<file path="config.mk">
export PLATFORM = sky130hd
export DESIGN_NAME = instr_fetch
export DESIGN_NICKNAME = d
export VERILOG_FILES = /design/src/rtl/instr_fetch.sv
export SDC_FILE = /design/constraint.sdc
export NUM_CORES = 1
export LEC_CHECK = 0
export ABC_AREA = 1
export CORE_MARGIN = 4
export CORE_UTILIZATION = 47
export DETAILED_ROUTE_END_ITERATION = 7
export PLACE_DENSITY = 0.81
export SLEW_MARGIN = 30
export SYNTH_ARGS = -nofsm -noshare
export SYNTH_HDL_FRONTEND = slang
export SYNTH_SLANG_ARGS = --single-unit
</file>
<file path="constraint.sdc">
create_clock -name clk -period 2 [get_ports clk]
set_input_delay 0.6 -clock clk [delete_from_list [all_inputs] [get_ports clk]]
set_output_delay 0.6 -clock clk [all_outputs]
set_load 0.01 [all_outputs]
</file>
<file path="src/rtl/instr_fetch.sv">
//==============================================================================
// Module      : instr_fetch
// Description : Fetch-stage initiator. Owns the PC, presents it to an
//               asynchronous-read instruction memory and registers the returned
//               word into the IF/ID latch. Handles decode stall, branch/jump
//               redirect with wrong-path flush, end-of-memory halt and
//               misaligned-target fault.
// Revision    : 1.0 - initial release
//==============================================================================
`default_nettype none

module instr_fetch #(
  parameter logic [31:0] RESET_PC  = 32'h0000_0000,
  parameter int unsigned MEM_WORDS = 64,
  parameter logic [31:0] NOP_WORD  = 32'h0000_0000
) (
  input  logic        clk,
  input  logic        rst_n,
  output logic [31:0] imem_addr,
  input  logic [31:0] imem_data,
  input  logic        stall,
  input  logic        branch_taken,
  input  logic [31:0] branch_target,
  input  logic        jump,
  input  logic [25:0] jump_index,
  output logic [31:0] if_instr,
  output logic [31:0] if_pc,
  output logic [31:0] if_pc_plus4,
  output logic        if_valid,
  output logic        halted,
  output logic        fault,
  output logic [31:0] fetch_count
);

  // First byte address past the end of instruction memory.
  localparam logic [31:0] MEM_LIMIT = 32'(MEM_WORDS * 4);

  typedef enum logic [1:0] {
    ST_RUN   = 2'd0,
    ST_HALT  = 2'd1,
    ST_FAULT = 2'd2
  } state_t;

  state_t      state;
  logic [31:0] pc;

  logic [31:0] pc_plus4;
  logic [31:0] jump_target;
  logic        redirect;
  logic [31:0] redirect_target;
  logic        target_misaligned;
  logic        pc_out_of_range;

  // Memory is read with zero latency, so the PC itself is the fetch address.
  assign imem_addr = pc;

  // Next-address arithmetic; jump keeps the region bits of the next fetch address.
  always_comb begin
    pc_plus4          = pc + 32'd4;
    jump_target       = {pc_plus4[31:28], jump_index, 2'b00};
    redirect          = branch_taken | jump;
    redirect_target   = branch_taken ? branch_target : jump_target;
    target_misaligned = (redirect_target[1:0] != 2'b00);
    pc_out_of_range   = (pc >= MEM_LIMIT);
  end

  // Fetch FSM: redirect beats stall beats normal advance; HALT/FAULT are sticky.
  always_ff @(posedge clk or negedge rst_n) begin
    if (!rst_n) begin
      state       <= ST_RUN;
      pc          <= RESET_PC;
      if_instr    <= NOP_WORD;
      if_pc       <= 32'h0;
      if_pc_plus4 <= 32'h0;
      if_valid    <= 1'b0;
      halted      <= 1'b0;
      fault       <= 1'b0;
      fetch_count <= 32'h0;
    end else begin
      case (state)
        ST_RUN: begin
          if (redirect) begin
            // Both a good and a bad redirect squash the word in the latch.
            if_valid <= 1'b0;
            if_instr <= NOP_WORD;
            if (target_misaligned) begin
              state <= ST_FAULT;
              fault <= 1'b1;
            end else begin
              pc <= redirect_target;
            end
          end else if (stall) begin
            // Decode is not ready: everything holds.
            pc <= pc;
          end else if (pc_out_of_range) begin
            state    <= ST_HALT;
            halted   <= 1'b1;
            if_valid <= 1'b0;
            if_instr <= NOP_WORD;
          end else begin
            if_instr    <= imem_data;
            if_pc       <= pc;
            if_pc_plus4 <= pc_plus4;
            if_valid    <= 1'b1;
            pc          <= pc_plus4;
            fetch_count <= fetch_count + 32'd1;
          end
        end
        ST_HALT, ST_FAULT: begin
          // Fetch stopped until reset; keep the latch presenting a bubble.
          if_valid <= 1'b0;
          if_instr <= NOP_WORD;
        end
        default: begin
          state    <= ST_FAULT;
          fault    <= 1'b1;
          if_valid <= 1'b0;
          if_instr <= NOP_WORD;
        end
      endcase
    end
  end

endmodule

`default_nettype wire

</file>
==> results.yml <==
clocking:
  ctsLongestPathBuffers: 2
  clock_tree.root_cell: "sky130_fd_sc_hd__clkbuf_16"
  path_clk_slew_ps: 70
  clock_tree.htree_level_count: 4
  cts_tree: "yes"
  numClockSinks: 163
  insertion_delay_ps: 420
  numCtsBuffers: 17
power:
  power_uw: 10000
  clkPwrFrac: 0.329
  switching_share: 0.342
  power_frac_comb: 0.283
  power_report.internal_total_uw: 6590
  peakVddDrop_mv: 0.639
  p_leak_uw: 0.00624
  powerDensity_mw_per_mm2: 847
  sequentialPowerShare: 0.389
  p_sw_uw: 3420
sta:
  total_of_endpoints_with_negative_setup_slack_in_the_final_report: 0
  max_clock_freq_mhz: 508
  worst_slew_margin_rel: 0.718
  setup_slack_ps: 31.6
  final_hold_viol_count: 0
  final.period_utilization: 0.984
  layout_min_cycle_time_ps: 1970
  timing_max_transition_violations_final: 0
  setup_tns_ps: 0
  timing.hold.ws_ps: 86.0
  max_slew.worst_pin.slew_ps: 422
  unrepaired_setup_endpoints_after_global_routing: "no"
  clock_skew_ps: 11.5
setup_path:
  max_fo_critical_path: 2
  critical_path.top_delay_family: "buffers and inverters"
  worst_r2r_path_depth: 10
  cp-end-kind: "primary output"
  crit_buf_inv: 1
  crit_path_cell_trace: "clkdlybuf4s50_1"
  worst_path_largest_cell_delay_ps: 570
  timing.reg2reg.setup_slack_ps: 130
  worst_setup_path_class: "reg -> out"
  worstSetupStartpointType: "flip-flop"
  cp.arrival_ps: 1370
  crit_cells: 1
  worstPathRequired_ps: 1400
  critPathSlowestCell: "sky130_fd_sc_hd__clkdlybuf4s50_1"
logic_synthesis:
  syn-cell-area_mm2: 0.00795
  number_of_flops_mapped_to_enable_cells_by_yosys: 0
  synthesis.yosys.warnings: 0
  ys.flop_type: "sky130_fd_sc_hd__dfrtp_1"
  number_of_nets_produced_by_synthesis: 1119
  postSynthCellCount: 1020
  synth.avg_cell_area_um2: 7.79
  netlist-cell-type-count: 35
  async_flop_share: 1.00
  postSynthRegisterBits: 163
  yosysSeqAreaShare: 0.513
min_path:
  worstHoldPathType: "in -> async"
routing:
  ant_nets: 0
  drc: 0
  number_of_detailed_route_iterations_in_the_first_pass: 5
  route.final.wire_length_mm: 23.9
  dr.first_iter.drc_count: 556
  wire_per_inst_um: 15.3
  route.vias.total: 7895
  drt-vias-per-instance: 5.05
grt:
  antenna_violations_before_repair: 0
  grt_overflow_total: 0
  grt_pass1_wl_mm: 38.8
  grt_usage: 0.248
  number_of_global_route_vias_before_repair: 7828
  largest_net_degree_at_the_start_of_global_routing: 44
final_layout:
  n_fill_cell: 1308
  utilization: 0.713
  multi_input_combinational_cell_area_mm2: 0.00315
  antenna_cells_inserted: 0
  register_area_mm2: 0.00409
  drive_gt1_frac: 0.103
  area.growth.synth_to_final_pct: 48.7
  nets: 1429
floorplan:
  initial_core_utilization: 0.479
  design.die.area_mm2: 0.0191
  core_area_mm2: 0.0166
  rows: 47
  io-pin-count: 258
  die_y_um: 138
  die-width_um: 138
status:
  outcome: "finished, final reports clean"
place:
  place_ws_ps: -319
  port_buffers: 257
  dpl.hpwl_mm: 17.8
  place.gp.congestion: 0.896
job:
  timing.max_cap.violations: 0
routing by layer:
layer  share of wire  vias up  GRT usage
met3           0.078       54     0.0656
met2            0.50      341      0.423
li1                -     3783          -
met5               0        -          0
met1            0.40     3717      0.301
met4           0.029        0     0.0983
state kept, by name, summed over array words and instances, names as in the netlist:
register / count
fetch_count: 32
fault: 1
if_pc_plus4: 30
state: 2
if_pc: 32
if_valid: 1
imem_addr: 32
if_instr: 32
halted: 1
layout by cell type (no fill, tap or decap), types with 3 or more instances in the layout:
| cell type | count |
|---|---|
| sky130_fd_sc_hd__o21ai_1 | 16 |
| sky130_fd_sc_hd__nor3_1 | 13 |
| sky130_fd_sc_hd__inv_1 | 127 |
| sky130_fd_sc_hd__inv_8 | 5 |
| sky130_fd_sc_hd__a22oi_1 | 9 |
| sky130_fd_sc_hd__o21ai_0 | 43 |
| sky130_fd_sc_hd__inv_6 | 3 |
| sky130_fd_sc_hd__nand3b_1 | 5 |
| sky130_fd_sc_hd__clkinv_8 | 3 |
| sky130_fd_sc_hd__nand4_1 | 6 |
| sky130_fd_sc_hd__nor2_2 | 5 |
| sky130_fd_sc_hd__inv_2 | 3 |
| sky130_fd_sc_hd__nor2_4 | 3 |
| sky130_fd_sc_hd__dfrtp_2 | 9 |
| sky130_fd_sc_hd__or2_2 | 4 |
| sky130_fd_sc_hd__dlymetal6s2s_1 | 14 |
| sky130_fd_sc_hd__nand3_1 | 69 |
| sky130_fd_sc_hd__nor2_1 | 99 |
| sky130_fd_sc_hd__dlygate4sd2_1 | 36 |
| sky130_fd_sc_hd__clkbuf_16 | 17 |
| sky130_fd_sc_hd__a22o_1 | 14 |
| sky130_fd_sc_hd__clkdlybuf4s50_1 | 206 |
| sky130_fd_sc_hd__ha_1 | 3 |
| sky130_fd_sc_hd__buf_12 | 8 |
| sky130_fd_sc_hd__nand2_1 | 367 |
| sky130_fd_sc_hd__buf_4 | 64 |
| sky130_fd_sc_hd__dfrtp_1 | 154 |
| sky130_fd_sc_hd__xor2_1 | 17 |
what timing repair did:
item | CTS | global route
hold buffers | 0 | 0
buffers inserted | 20 | 2
gates resized for setup | 45 | 21
setup endpoints to repair | 55 | 29
pin swaps | 0 | 1
hold endpoints to repair | 0 | 0
worst register-to-register path, cell delays in order, from the launching register on:
cell and delay (ps):
sky130_fd_sc_hd__dfrtp_1 380, sky130_fd_sc_hd__inv_1 60, sky130_fd_sc_hd__ha_1 220, sky130_fd_sc_hd__inv_1 160, sky130_fd_sc_hd__nor2_8 140, sky130_fd_sc_hd__inv_2 50, sky130_fd_sc_hd__nor2_4 110, sky130_fd_sc_hd__nand3_4 140
sky130_fd_sc_hd__buf_4 220, sky130_fd_sc_hd__nor2_1 160, sky130_fd_sc_hd__xor2_1 170
cell families (layout without fill, tap and decap cells):
kind of cell / after synthesis / in the layout / synth area share
AOI/OAI and AO/OA: 88 / 88 / 0.0672
and+or+nand+nor: 576 / 576 / 0.299
xor gates and xnor gates: 19 / 19 / 0.0209
adders and majority gates: 4 / 4 / 0.00630
buffers and inverters: 170 / 493 / 0.0933
DFF: 163 / 163 / 0.513
through the flow:
| stage | instance area, µm² | instances |
|---|---|---|
| finish | 11800 | 1563 |
| global route | 11800 | 1563 |
| CTS | 11800 | 1561 |
| detailed placement | 11000 | 1509 |
| global placement | 11000 | 1509 |
| floorplan | 7950 | 1020 |
worst paths after layout:
| path | start | end |
|---|---|---|
| worst max-delay path | if_pc_plus4[7]$_DFFE_PN0P_ | if_pc_plus4[7] |
| max in group asynchronous | rst_n | fetch_count[6]$_DFFE_PN0P_ |
| worst min-delay path | rst_n | imem_addr[20]$_DFFE_PN0P_ |
| min in group clk | if_pc[31]$_DFFE_PN0P_ | if_pc[31]$_DFFE_PN0P_ |
| worst min register to register | if_pc[31]$_DFFE_PN0P_ | if_pc[31]$_DFFE_PN0P_ |
| worst max register to register | state[0]$_DFFE_PN0P_ | fetch_count[5]$_DFFE_PN0P_ |
cells in the mapped netlist, drive strengths merged (9+ instances only):
| cell | n | area (µm²) |
|---|---|---|
| nand2 | 368 | 1390 |
| dfrtp | 163 | 4080 |
| inv | 131 | 497 |
| nor2 | 108 | 442 |
| nand3 | 71 | 373 |
| o21ai | 60 | 304 |
| buf | 25 | 193 |
| xor2 | 17 | 149 |
| a22o | 14 | 123 |
| nor3 | 14 | 75.1 |
| clkbuf | 13 | 48.8 |
| a22oi | 9 | 67.6 |
layout make-up:
| class | instances | share of cell area |
|---|---|---|
| Inverter | 132 | 0.0423 |
| Sequential cell | 163 | 0.346 |
| Clock inverter | 15 | 0.0151 |
| Multi-Input combinational cell | 687 | 0.266 |
| Timing Repair Buffer | 329 | 0.271 |
| Tap cell | 220 | 0.0233 |
| Clock buffer | 17 | 0.0360 |
power groups by stage:
| stage | Combinational (µW) | Clock (µW) | Sequential (µW) |
|---|---|---|---|
| floorplan | 1100 | 0 | 4160 |
| global placement | 2770 | 0 | 3980 |
| detailed placement | 2820 | 0 | 4000 |
| CTS | 2830 | 3360 | 3890 |
| global route | 3140 | 3490 | 3930 |
| finish | 2830 | 3290 | 3890 |
(Power assumes the default switching activity.)
